### config.mk
export PLATFORM = sky130hd
export DESIGN_NAME = i2c_reg_seq_flat
export DESIGN_NICKNAME = d
export VERILOG_FILES = /design/src/rtl/i2c_reg_seq_if.sv /design/src/rtl/i2c_reg_seq.sv /design/src/flat_wrapper.sv
export SDC_FILE = /design/constraint.sdc
export NUM_CORES = 1
export LEC_CHECK = 0
export CAP_MARGIN = 10
export CORE_UTILIZATION = 35
export CTS_BUF_LIST = sky130_fd_sc_hd__clkbuf_8
export CTS_CLUSTER_SIZE = 28
export DETAILED_ROUTE_END_ITERATION = 7
export SETUP_SLACK_MARGIN = 0.15
export SLEW_MARGIN = 20
export SYNTH_ARGS = -nofsm -noshare
export SYNTH_HDL_FRONTEND = slang
export SYNTH_SLANG_ARGS = --single-unit
### constraint.sdc
create_clock -name clk -period 6 [get_ports clk]
set_input_delay 1.2 -clock clk [delete_from_list [all_inputs] [get_ports clk]]
set_output_delay 1.2 -clock clk [all_outputs]
set_load 0.1 [all_outputs]
### src/rtl/i2c_reg_seq_if.sv
// Request/response and i2c_master command bus bundle for the register sequencer.
// The slave modport is the sequencer's view; master is the environment's view
// (request source plus bit engine).
interface i2c_reg_seq_if;
    logic       req_valid;
    logic       req_ready;
    logic       req_rnw;
    logic [6:0] req_dev;
    logic [7:0] req_reg;
    logic [7:0] req_wdata;
    logic       rsp_valid;
    logic [7:0] rsp_rdata;
    logic       rsp_nak;
    logic       rsp_tmo;
    logic [1:0] i2c_cmd;
    logic [7:0] i2c_data_in;
    logic       i2c_ack_in;
    logic       i2c_stb;
    logic [7:0] i2c_data_out;
    logic       i2c_ack_out;
    logic       i2c_ready;

    modport slave (
        input  req_valid, req_rnw, req_dev, req_reg, req_wdata,
        input  i2c_data_out, i2c_ack_out, i2c_ready,
        output req_ready, rsp_valid, rsp_rdata, rsp_nak, rsp_tmo,
        output i2c_cmd, i2c_data_in, i2c_ack_in, i2c_stb
    );

    modport master (
        output req_valid, req_rnw, req_dev, req_reg, req_wdata,
        output i2c_data_out, i2c_ack_out, i2c_ready,
        input  req_ready, rsp_valid, rsp_rdata, rsp_nak, rsp_tmo,
        input  i2c_cmd, i2c_data_in, i2c_ack_in, i2c_stb
    );
endinterface

### src/rtl/i2c_reg_seq.sv
// Single-byte register write/read sequencer driving the i2c_master cmd/stb port.
// Walks a fixed step list (START/addr/reg/data/STOP, or the repeated-START read
// form), aborts to STOP on a NAKed write, and aborts without STOP on watchdog expiry.
module i2c_reg_seq #(
    parameter int TIMEOUT_W = 16
) (
    input  logic          clk,
    input  logic          rst,
    i2c_reg_seq_if.slave  bus
);
    localparam logic [1:0] CMD_START = 2'b00;
    localparam logic [1:0] CMD_STOP  = 2'b01;
    localparam logic [1:0] CMD_WRITE = 2'b10;
    localparam logic [1:0] CMD_READ  = 2'b11;

    typedef enum logic [2:0] {S_IDLE, S_ISSUE, S_HOLD, S_WAIT, S_DONE} state_t;

    state_t               state, state_n;
    logic [2:0]           step, step_n;
    logic                 rnw_q;
    logic [6:0]           dev_q;
    logic [7:0]           reg_q, wdata_q;
    logic [TIMEOUT_W-1:0] wdog;
    logic                 nak_q, tmo_q, ready_q;
    logic [7:0]           rdata_q;

    logic                 accept, stb, wdog_clr, wdog_inc, set_nak, set_tmo, cap_rd;
    logic                 wdog_max, active;
    logic [1:0]           step_cmd;
    logic [7:0]           step_data;
    logic                 step_ack;
    logic [2:0]           stop_step;

    assign wdog_max = &wdog;
    assign active   = (state == S_ISSUE) || (state == S_HOLD) || (state == S_WAIT);

    // Decode the command for the current step from the latched request.
    always_comb begin
        step_cmd  = CMD_STOP;
        step_data = 8'h00;
        step_ack  = 1'b0;
        stop_step = rnw_q ? 3'd6 : 3'd4;
        if (rnw_q) begin
            case (step)
                3'd0: step_cmd = CMD_START;
                3'd1: begin step_cmd = CMD_WRITE; step_data = {dev_q, 1'b0}; end
                3'd2: begin step_cmd = CMD_WRITE; step_data = reg_q; end
                3'd3: step_cmd = CMD_START;
                3'd4: begin step_cmd = CMD_WRITE; step_data = {dev_q, 1'b1}; end
                3'd5: begin step_cmd = CMD_READ;  step_ack  = 1'b1; end
                default: step_cmd = CMD_STOP;
            endcase
        end else begin
            case (step)
                3'd0: step_cmd = CMD_START;
                3'd1: begin step_cmd = CMD_WRITE; step_data = {dev_q, 1'b0}; end
                3'd2: begin step_cmd = CMD_WRITE; step_data = reg_q; end
                3'd3: begin step_cmd = CMD_WRITE; step_data = wdata_q; end
                default: step_cmd = CMD_STOP;
            endcase
        end
    end

    // Next-state and strobe logic; watchdog expiry outranks a simultaneous ready.
    always_comb begin
        state_n  = state;
        step_n   = step;
        accept   = 1'b0;
        stb      = 1'b0;
        wdog_clr = 1'b0;
        wdog_inc = 1'b0;
        set_nak  = 1'b0;
        set_tmo  = 1'b0;
        cap_rd   = 1'b0;
        case (state)
            S_IDLE: begin
                if (bus.req_valid && ready_q) begin
                    accept   = 1'b1;
                    step_n   = 3'd0;
                    wdog_clr = 1'b1;
                    state_n  = S_ISSUE;
                end
            end
            S_ISSUE: begin
                if (wdog_max) begin
                    set_tmo = 1'b1;
                    state_n = S_DONE;
                end else begin
                    wdog_inc = 1'b1;
                    if (bus.i2c_ready) begin
                        stb     = 1'b1;
                        state_n = S_HOLD;
                    end
                end
            end
            // Core drops ready one cycle after stb, so ready is not looked at here.
            S_HOLD: state_n = S_WAIT;
            S_WAIT: begin
                if (wdog_max) begin
                    set_tmo = 1'b1;
                    state_n = S_DONE;
                end else begin
                    wdog_inc = 1'b1;
                    if (bus.i2c_ready) begin
                        cap_rd = (step_cmd == CMD_READ);
                        if (step_cmd == CMD_WRITE && bus.i2c_ack_out) begin
                            set_nak  = 1'b1;
                            step_n   = stop_step;
                            wdog_clr = 1'b1;
                            state_n  = S_ISSUE;
                        end else if (step_cmd == CMD_STOP) begin
                            state_n = S_DONE;
                        end else begin
                            step_n   = step + 3'd1;
                            wdog_clr = 1'b1;
                            state_n  = S_ISSUE;
                        end
                    end
                end
            end
            S_DONE:  state_n = S_IDLE;
            default: state_n = S_IDLE;
        endcase
    end

    // State, step, watchdog and request-ready registers.
    always_ff @(posedge clk or posedge rst) begin
        if (rst) begin
            state   <= S_IDLE;
            step    <= 3'd0;
            wdog    <= '0;
            ready_q <= 1'b0;
        end else begin
            state   <= state_n;
            step    <= step_n;
            ready_q <= (state_n == S_IDLE);
            if (wdog_clr)      wdog <= '0;
            else if (wdog_inc) wdog <= wdog + 1'b1;
        end
    end

    // Request latch, status flags and read-data capture.
    always_ff @(posedge clk or posedge rst) begin
        if (rst) begin
            rnw_q   <= 1'b0;
            dev_q   <= 7'h00;
            reg_q   <= 8'h00;
            wdata_q <= 8'h00;
            nak_q   <= 1'b0;
            tmo_q   <= 1'b0;
            rdata_q <= 8'h00;
        end else begin
            if (accept) begin
                rnw_q   <= bus.req_rnw;
                dev_q   <= bus.req_dev;
                reg_q   <= bus.req_reg;
                wdata_q <= bus.req_wdata;
                nak_q   <= 1'b0;
                tmo_q   <= 1'b0;
            end else begin
                if (set_nak) nak_q <= 1'b1;
                if (set_tmo) tmo_q <= 1'b1;
            end
            if (cap_rd) rdata_q <= bus.i2c_data_out;
        end
    end

    // Command fields come straight from the step decode so they stay put from
    // ISSUE through WAIT; outside a transaction the bus idles at STOP.
    assign bus.i2c_cmd     = active ? step_cmd  : CMD_STOP;
    assign bus.i2c_data_in = active ? step_data : 8'h00;
    assign bus.i2c_ack_in  = active ? step_ack  : 1'b0;
    assign bus.i2c_stb     = stb;
    assign bus.req_ready   = ready_q;
    assign bus.rsp_valid   = (state == S_DONE);
    assign bus.rsp_rdata   = rdata_q;
    assign bus.rsp_nak     = nak_q;
    assign bus.rsp_tmo     = tmo_q;
endmodule
### src/flat_wrapper.sv
// flat-port wrapper written by rule: the top's interface ports become plain ports
module i2c_reg_seq_flat 
#(
    parameter int TIMEOUT_W = 16
)
  (clk, rst, bus_req_valid, bus_req_rnw, bus_req_dev, bus_req_reg, bus_req_wdata, bus_i2c_data_out, bus_i2c_ack_out, bus_i2c_ready, bus_req_ready, bus_rsp_valid, bus_rsp_rdata, bus_rsp_nak, bus_rsp_tmo, bus_i2c_cmd, bus_i2c_data_in, bus_i2c_ack_in, bus_i2c_stb);
  i2c_reg_seq_if bus_i ();
  input  logic clk;
  input  logic rst;
  input wire logic [$bits(bus_i.req_valid)-1:0] bus_req_valid;
  input wire logic [$bits(bus_i.req_rnw)-1:0] bus_req_rnw;
  input wire logic [$bits(bus_i.req_dev)-1:0] bus_req_dev;
  input wire logic [$bits(bus_i.req_reg)-1:0] bus_req_reg;
  input wire logic [$bits(bus_i.req_wdata)-1:0] bus_req_wdata;
  input wire logic [$bits(bus_i.i2c_data_out)-1:0] bus_i2c_data_out;
  input wire logic [$bits(bus_i.i2c_ack_out)-1:0] bus_i2c_ack_out;
  input wire logic [$bits(bus_i.i2c_ready)-1:0] bus_i2c_ready;
  output wire logic [$bits(bus_i.req_ready)-1:0] bus_req_ready;
  output wire logic [$bits(bus_i.rsp_valid)-1:0] bus_rsp_valid;
  output wire logic [$bits(bus_i.rsp_rdata)-1:0] bus_rsp_rdata;
  output wire logic [$bits(bus_i.rsp_nak)-1:0] bus_rsp_nak;
  output wire logic [$bits(bus_i.rsp_tmo)-1:0] bus_rsp_tmo;
  output wire logic [$bits(bus_i.i2c_cmd)-1:0] bus_i2c_cmd;
  output wire logic [$bits(bus_i.i2c_data_in)-1:0] bus_i2c_data_in;
  output wire logic [$bits(bus_i.i2c_ack_in)-1:0] bus_i2c_ack_in;
  output wire logic [$bits(bus_i.i2c_stb)-1:0] bus_i2c_stb;
  assign bus_i.req_valid = bus_req_valid;
  assign bus_i.req_rnw = bus_req_rnw;
  assign bus_i.req_dev = bus_req_dev;
  assign bus_i.req_reg = bus_req_reg;
  assign bus_i.req_wdata = bus_req_wdata;
  assign bus_i.i2c_data_out = bus_i2c_data_out;
  assign bus_i.i2c_ack_out = bus_i2c_ack_out;
  assign bus_i.i2c_ready = bus_i2c_ready;
  assign bus_req_ready = bus_i.req_ready;
  assign bus_rsp_valid = bus_i.rsp_valid;
  assign bus_rsp_rdata = bus_i.rsp_rdata;
  assign bus_rsp_nak = bus_i.rsp_nak;
  assign bus_rsp_tmo = bus_i.rsp_tmo;
  assign bus_i2c_cmd = bus_i.i2c_cmd;
  assign bus_i2c_data_in = bus_i.i2c_data_in;
  assign bus_i2c_ack_in = bus_i.i2c_ack_in;
  assign bus_i2c_stb = bus_i.i2c_stb;
  i2c_reg_seq #(.TIMEOUT_W(TIMEOUT_W)) u_core (.clk(clk), .rst(rst), .bus(bus_i));
endmodule
======== Word-level counts from Yosys, hierarchy flattened ========
Index checks and enable logic that the tools add are counted.
storage, ports and cells
  register bits ........................... 57
  input bits .............................. 37
  output and inout bits ................... 24
  word-level logic and storage cells ...... 99
cells by class
  add/sub/neg operators ................... 2
  eq/ne operators ......................... 16
  multiplexer cells ....................... 53
  reductions and logical operators ........ 17
operator list
  kind                                                             count
  8-bit case mux with 3 select lines                               2
  3-bit two-way mux                                                12
  16-bit two-way mux                                               2
  1-bit two-way mux                                                27
  16-bit by 1-bit adder with 16-bit output, second input constant  1
  8-bit two-way mux                                                2
  16-bit AND reduction                                             1
  3-bit by 2-bit == test with 1-bit output, second input constant  4
  3-bit case mux with 4 select lines                               1
  3-bit == test, second input constant                             3
  3-bit zero test                                                  3
  2-bit nonzero test                                               4
  3-bit by 1-bit == test with 1-bit output, second input constant  2
  2-bit two-way mux                                                3
  2-bit case mux with 3 select lines                               1
  3-bit case mux with 2 select lines                               1
  3-bit OR reduction                                               2
  5-bit AND reduction                                              1
  2-bit == test, second input constant                             2
  2-bit inequality test, second input constant                     2
  2-bit case mux with 2 select lines                               1
  2-bit OR reduction                                               2
  3-bit by 1-bit adder with 3-bit output, second input constant    1
  3-bit inequality test, second input constant                     1
  other kinds (5)                                                  7

======== Depth between registers and ports, before layout ========
Gate-level depths: netlist of the first run.
  depth in word-level cells ............... 12
  gate-level depth with buffers ........... 8
  depth with buffers taken out ............ 6

======== Least setup slack after synthesis of the first run ========
Ideal clock, no wire load.
  path type ............................... in2out
  start point ............................. input port bus_i2c_ready
  end point ............................... output port bus_i2c_stb
  arrival time ............................ 4.141 ns
  required time ........................... 4.800 ns
  path slack .............................. 0.659 ns
  cell stages on the path ................. 2
  path buffers ............................ 0
  path through ............................ inv_1 nor4_1
on the way
  longest elaborated chain between the ends .. 3
ends and longest elaborated chain
  element            line                source
  start, declared    flat_wrapper.sv:17  input wire logic [$bits(bus_i.i2c_ready)-1:0] bus_i2c_ready;
  1-bit two-way mux  i2c_reg_seq.sv:90   if (bus.i2c_ready) begin
  1-bit two-way mux  i2c_reg_seq.sv:85   if (wdog_max) begin
  1-bit two-way mux  i2c_reg_seq.sv:75   case (state)
  end, declared      flat_wrapper.sv:26  output wire logic [$bits(bus_i.i2c_stb)-1:0] bus_i2c_stb;
No other way between the ends.

======== Worst setup path in the final report of the first run ========
  start point ............................. register u_core.step[1]
  end point ............................... output port bus_i2c_data_in[3]
on the way
  longest elaborated chain between the ends .. 4
  elaborated cells between the ends (all ways) .. 8
  those cells by class .................... eq/ne (4); mux (4)
ends and longest elaborated chain
  element                                                           line                                  source
  start, declared                                                   i2c_reg_seq.sv:19                     logic [2:0] step, step_n;
  start signal, assigned                                            i2c_reg_seq.sv:135                    step <= step_n;
  3-bit by 2-bit == test with 1-bit output (tied with other cells)  i2c_reg_seq.sv:54                     case (step)
  8-bit case mux with 3 select lines, on equally long branches      i2c_reg_seq.sv:54, i2c_reg_seq.sv:44
  8-bit two-way mux (*)                                             i2c_reg_seq.sv:43                     if (rnw_q) begin
  8-bit two-way mux (*)                                             i2c_reg_seq.sv:171                    assign bus.i2c_data_in = active ? step_data : 8'h00;
  end, declared                                                     flat_wrapper.sv:24                    output wire logic [$bits(bus_i.i2c_data_in)-1:0] bus_i2c_data_in;
Every way passes the cells marked *; elsewhere a longest branch is shown, timed or not.

==> qor.yml, run 1 <==
hold_viol_final: 0
muxShareOfSynthArea: 0.1203
yosysUniqueCellTypes: 53
cts_buffers: 9
crit_path_max_fanout: 12
cts_root_buf: "clkbuf_8"
cts_buffer_depth: 2
finalSetupTns_ns: 0
cts_tree: "yes"
cp_data_arrival_time_ns: 3.55
slew_headroom: 0.3153
power.leakage_nw: 1.663
fin_area_um2: 4060
path_clk_slew_ns: 0.07
layout-drive-gt1-share: 0.1667
synth.avg_cell_area_um2: 10.34
hpwl_mm: 5.141
synth_fa_ha_area_frac: 0.02366
io_buffers: 60
synthArstFlopShare: 1.000
cp_cell_sequence: "ha_1 > nor2b_1 > a222oi_1 > nand2b_1 > a21oi_1 > clkdlybuf4s50_1"
grt_pass1_vias: 2699
n_fill_cell: 840
vias_per_cell: 5.479
finalMaxSlewViolations: 0
syn-num-nets: 350
track_usage: 0.1693
wl_mm: 7.388
synth_compound_area_frac: 0.1621
layout_common_cells: "clkdlybuf4s50_1 (60), dfrtp_1 (57), mux2_2 (33)"
crit_path_start_kind: "register"
grt_overflow: 0
finalSetupViolations: 0
status: "completed"
wl_per_cell_um: 15.59
synth_simple_gate_area_frac: 0.2050
yosysSeqAreaShare: 0.4495
rsz0062_at_grt: "false"
yosysWarningCount: 0
end_kind: "output pin"
grt_antenna_before_repair: 0
crit_slowest_cell: "clkdlybuf4s50_1"
grt_pass1_wl_mm: 13.01
die_x_um: 97.22
post-route-period-util: 0.7917
area_growth_pct: 27.96
fmax_mhz: 210.5
start_util: 0.3621
die_h_um: 97.22
rows: 34
rrSetupSlack_ns: 3.63
fp.dieArea_um2: 9451
ir_drop_v: 0.0003685
synth_top_family_by_area: "simple AND/OR/NAND/NOR gates"
final_common_cell: "clkdlybuf4s50_1"
pre_cts_ws_ns: 1.521
route.detailed.drc: 0
core-area_um2: 8763
hold_ws_ns: 0.5065
dr_total_vias: 2597
n_antenna_cell: 0
cts.sinks: 57
worstSkewPairLatency_ns: 0.35
postCtsHoldBufs: 0
final_antenna_net_count: 0
ioPinCount: 61
worstSetupPathType: "register to output pin"
gp_congestion: 0.7537
ys.flop_type: "dfrtp_1"
power-per-cell-area_nw_per_um2: 521.4
drtIter0Drc: 131
synth_seq_cells: 57
cpPeakStageDelay_ns: 1.16
fin_crit_ns: 4.750
worst_pin_slew_ns: 1.024
dp_cells: 458
crit_family: "buffers and inverters"
synth_cells: 307
synthesis.area_um2: 3173
crit_required_ns: 4.80
clock_skew_ns: 0.01351
htreeDepth: 3
grt_max_degree: 58
synth-xor-area-share: 0
fin_nets: 404
hold_path.class: "register to register"
post-cts-setup-buffers: 0
cts_resized: 0
maxCapViolations: 0
layout_setup_ws_ns: 1.250
firstDrtPassIters: 4
synth_edf_count: 0
stdcell_count: 474
cp_num_buf_inv: 1
placed_area_um2: 3840
[Yosys cell counts (2+ instances only)]
cell type   n  area, um2
dfrtp_1    57       1426
mux2_2     33      371.6
a21oi_1    26      130.1
nand2_1    18      67.56
nor2_1     13      48.80
clkbuf_1   12      45.04
nand3_1    12      60.06
nor3_1     11      55.05
o21ai_0    10      50.05
nand2b_1    8      50.05
or4_1       8      60.06
a22o_1      7      61.31
buf_2       7      35.03
inv_1       7      26.28
ha_1        6      75.07
nand4_1     6      37.54
o31ai_1     6      45.04
a222oi_1    5      50.05
nor2b_1     5      31.28
or3_1       5      31.28
a22oi_1     3      22.52
and2_1      3      18.77
and4_1      3      26.28
nor3b_1     3      22.52
a2111oi_0   2      17.52
and3_1      2      12.51
nand4_4     2      42.54
nor4_1      2      12.51
[final cells by class]
| class | count | area, um2 | share of cell area |
|---|---|---|---|
| Sequential cell | 57 | 1426 | 0.3513 |
| Tap cell | 108 | 135.1 | 0.03328 |
| Timing Repair Buffer | 64 | 630.6 | 0.1553 |
| Clock inverter | 6 | 82.58 | 0.02034 |
| Multi-Input combinational cell | 222 | 1622 | 0.3994 |
| Clock buffer | 10 | 137.6 | 0.03390 |
| Inverter | 7 | 26.28 | 0.006472 |
[stage by stage]
step | total power [mW] | util
CTS | 2.130 | 0.4633
global placement | 1.705 | 0.4382
floorplan | 1.476 | -
global route | 2.242 | 0.4633
detailed placement | 1.724 | 0.4382
finish | 2.117 | 0.4633
[flip-flops by register name (all words and copies together) (netlist names)]
register	flops
u_core.wdog	16
u_core.bus.req_ready	1
u_core.step	3
u_core.state	3
u_core.dev_q	7
u_core.wdata_q	8
u_core.bus.rsp_nak	1
u_core.bus.rsp_rdata	8
u_core.reg_q	8
u_core.bus.rsp_tmo	1
u_core.rnw_q	1
[path summary, 6_finish.rpt]
path,start,cells after the start,to
setup / recovery,u_core.step[1],6,bus_i2c_data_in[3]
hold / removal,u_core.bus.rsp_rdata[4],1,u_core.bus.rsp_rdata[4]
setup reg to reg,u_core.step[1],7,u_core.step[0]
hold reg to reg,u_core.bus.rsp_rdata[4],1,u_core.bus.rsp_rdata[4]
max in group asynchronous,rst,3,u_core.step[0]
min in group asynchronous,rst,3,u_core.state[2]
[report_power, final]
| part | switching, mW | leakage (nW) | total [mW] | internal [mW] |
|---|---|---|---|---|
| Clock | 0.159 | 0.117 | 0.402 | 0.243 |
| Combinational | 0.711 | 0.810 | 1.07 | 0.359 |
| Sequential | 0.133 | 0.736 | 0.645 | 0.512 |
[kinds of logic after synthesis]
logic type	after synthesis
AO/OA/AOI/OAI	74
buffers and inverters	28
flip-flops	57
multiplexers	34
adder cells (fa/ha/maj)	6
AND/OR/NAND/NOR	108
[routing by layer]
layer,GRT usage,vias up,wire (um)
met2,0.2692,65,3593
met5,0,-,0
met4,0.05543,0,68
li1,-,1272,-
met1,0.2230,1253,3315
met3,0.04748,7,411
Note: power is estimated with default switching activity, not from simulation.
==> run 2, diff against run 1 <==
==> constraint.sdc (replaced) <==
create_clock -name clk -period 4.8 [get_ports clk]
set_input_delay 0.96 -clock clk [delete_from_list [all_inputs] [get_ports clk]]
set_output_delay 0.96 -clock clk [all_outputs]
set_load 0.1 [all_outputs]
==> qor.yml, run 2 (same netlist as run 1, synthesis figures left out) <==
status: "completed"
ioPinCount: 61
cpPeakStageDelay_ns: 0.96
finalSetupViolations: 0
pre_cts_ws_ns: 1.105
cp_cell_sequence: "inv_1 > ha_1 > or4b_2 > o2111a_1 > clkdlybuf4s50_1"
crit_required_ns: 3.84
end_kind: "output pin"
wl_per_cell_um: 15.47
post-cts-setup-buffers: 0
ir_drop_v: 0.0004649
rows: 34
crit_path_start_kind: "register"
post-route-period-util: 0.8403
postCtsHoldBufs: 0
layout_common_cells: "dfrtp_1 (57), clkdlybuf4s50_1 (51), mux2_2 (33)"
seqPwrFrac: 0.306
cts.sinks: 57
dr_total_vias: 2639
fmax_mhz: 247.9
largest_reg_flops: 16
io_buffers: 60
slew_headroom: 0.3318
die_x_um: 97.22
gp_congestion: 0.8230
r2r_start: "u_core.step[1]"
fin_nets: 405
fin_crit_ns: 4.033
cts_buffers: 9
cts_tree: "yes"
grt_overflow: 0
pwr-share-comb: 0.505
p_clk_frac: 0.189
fp.dieArea_um2: 9451
n_antenna_cell: 0
firstDrtPassIters: 6
hp-start: "u_core.bus.rsp_rdata[7]"
rsz0062_at_grt: "false"
vias_per_cell: 5.556
switching_power_mw: 1.252
start_util: 0.3621
die_h_um: 97.22
path_clk_slew_ns: 0.07
crit_path_max_fanout: 13
worstSetupPathType: "register to output pin"
layout-drive-gt1-share: 0.1962
netSwitchingFraction: 0.4743
largest_register: "u_core.wdog"
cts_buffer_depth: 2
grt_antenna_before_repair: 0
final_antenna_net_count: 0
power.leakage_nw: 1.686
hpwl_mm: 5.226
finalSetupTns_ns: 0
power-per-cell-area_nw_per_um2: 651.7
intPower_mw: 1.388
htreeDepth: 3
track_usage: 0.1679
layout_setup_ws_ns: 0.7666
hold_path.class: "register to register"
grt_pass1_vias: 2655
cp_data_arrival_time_ns: 3.07
worst_pin_slew_ns: 0.9992
maxCapViolations: 0
clock_skew_ns: 0.01796
core-area_um2: 8763
drtIter0Drc: 165
cts_root_buf: "clkbuf_8"
grt_pass1_wl_mm: 12.88
area_growth_pct: 27.68
worstSkewPairLatency_ns: 0.34
crit_path_start: "u_core.step[1]"
hold_viol_final: 0
finalMaxSlewViolations: 0
grt_max_degree: 38
crit_slowest_cell: "clkdlybuf4s50_1"
wl_mm: 7.346
cts_resized: 0
final_common_cell: "dfrtp_1"
route.detailed.drc: 0
run 2: critical path: cells and delay by family (launching register included):
kind,cells,cell delay (ns)
fa+ha+maj,1,0.33
compound gates,1,0.16
flops,1,0.49
simple gates,1,0.70
buf+inv,2,1.06
run 2: final cells by class:
cell class | count | area [um2]
Tap cell | 108 | 135.1
Inverter | 7 | 26.28
Clock buffer | 10 | 137.6
Multi-Input combinational cell | 222 | 1628
Sequential cell | 57 | 1426
Timing Repair Buffer | 65 | 615.6
Fill cell | 837 | 4712
Clock inverter | 6 | 82.58
run 2: final timing paths:
| check | to | slack [ns] | depth (start not counted) |
|---|---|---|---|
| min in group asynchronous | u_core.wdog[6] | 1.08 | 2 |
| setup / recovery | bus_i2c_cmd[1] | 0.77 | 5 |
| setup reg to reg | u_core.step[0] | 2.49 | 7 |
| hold reg to reg | u_core.bus.rsp_rdata[7] | 0.51 | 1 |
| max in group asynchronous | u_core.wdog[3] | 2.92 | 3 |
| hold / removal | u_core.bus.rsp_rdata[7] | 0.51 | 1 |
run 2: through the flow:
step	instance area [um2]	power [mW]	hold WS (ns)	std cells	utilization
6_report	4051	2.640	0.5071	475	0.4623
5_1_grt	4051	2.801	0.5255	475	0.4623
3_5_place_dp	3831	2.155	0.4938	459	0.4372
4_1_cts	4051	2.661	0.5099	475	0.4623
3_3_place_gp	3831	2.136	0.4898	459	0.4372
2_1_floorplan	3179	1.848	0.4793	307	-
run 2: metal layers:
layer,share of wire,vias up,global-route usage
li1,-,1269,-
met1,0.47,1301,0.2263
met2,0.47,59,0.2681
met3,0.043,10,0.03525
met4,0.013,0,0.05769
met5,0,-,0
run 2: power groups by stage:
| stage | combinational, mW | clock, mW | sequential [mW] |
|---|---|---|---|
| CTS | 1.34 | 0.511 | 0.806 |
| finish | 1.33 | 0.499 | 0.807 |
| global route | 1.43 | 0.533 | 0.840 |
| floorplan | 0.968 | 0 | 0.880 |
| detailed placement | 1.34 | 0 | 0.814 |
| global placement | 1.33 | 0 | 0.807 |
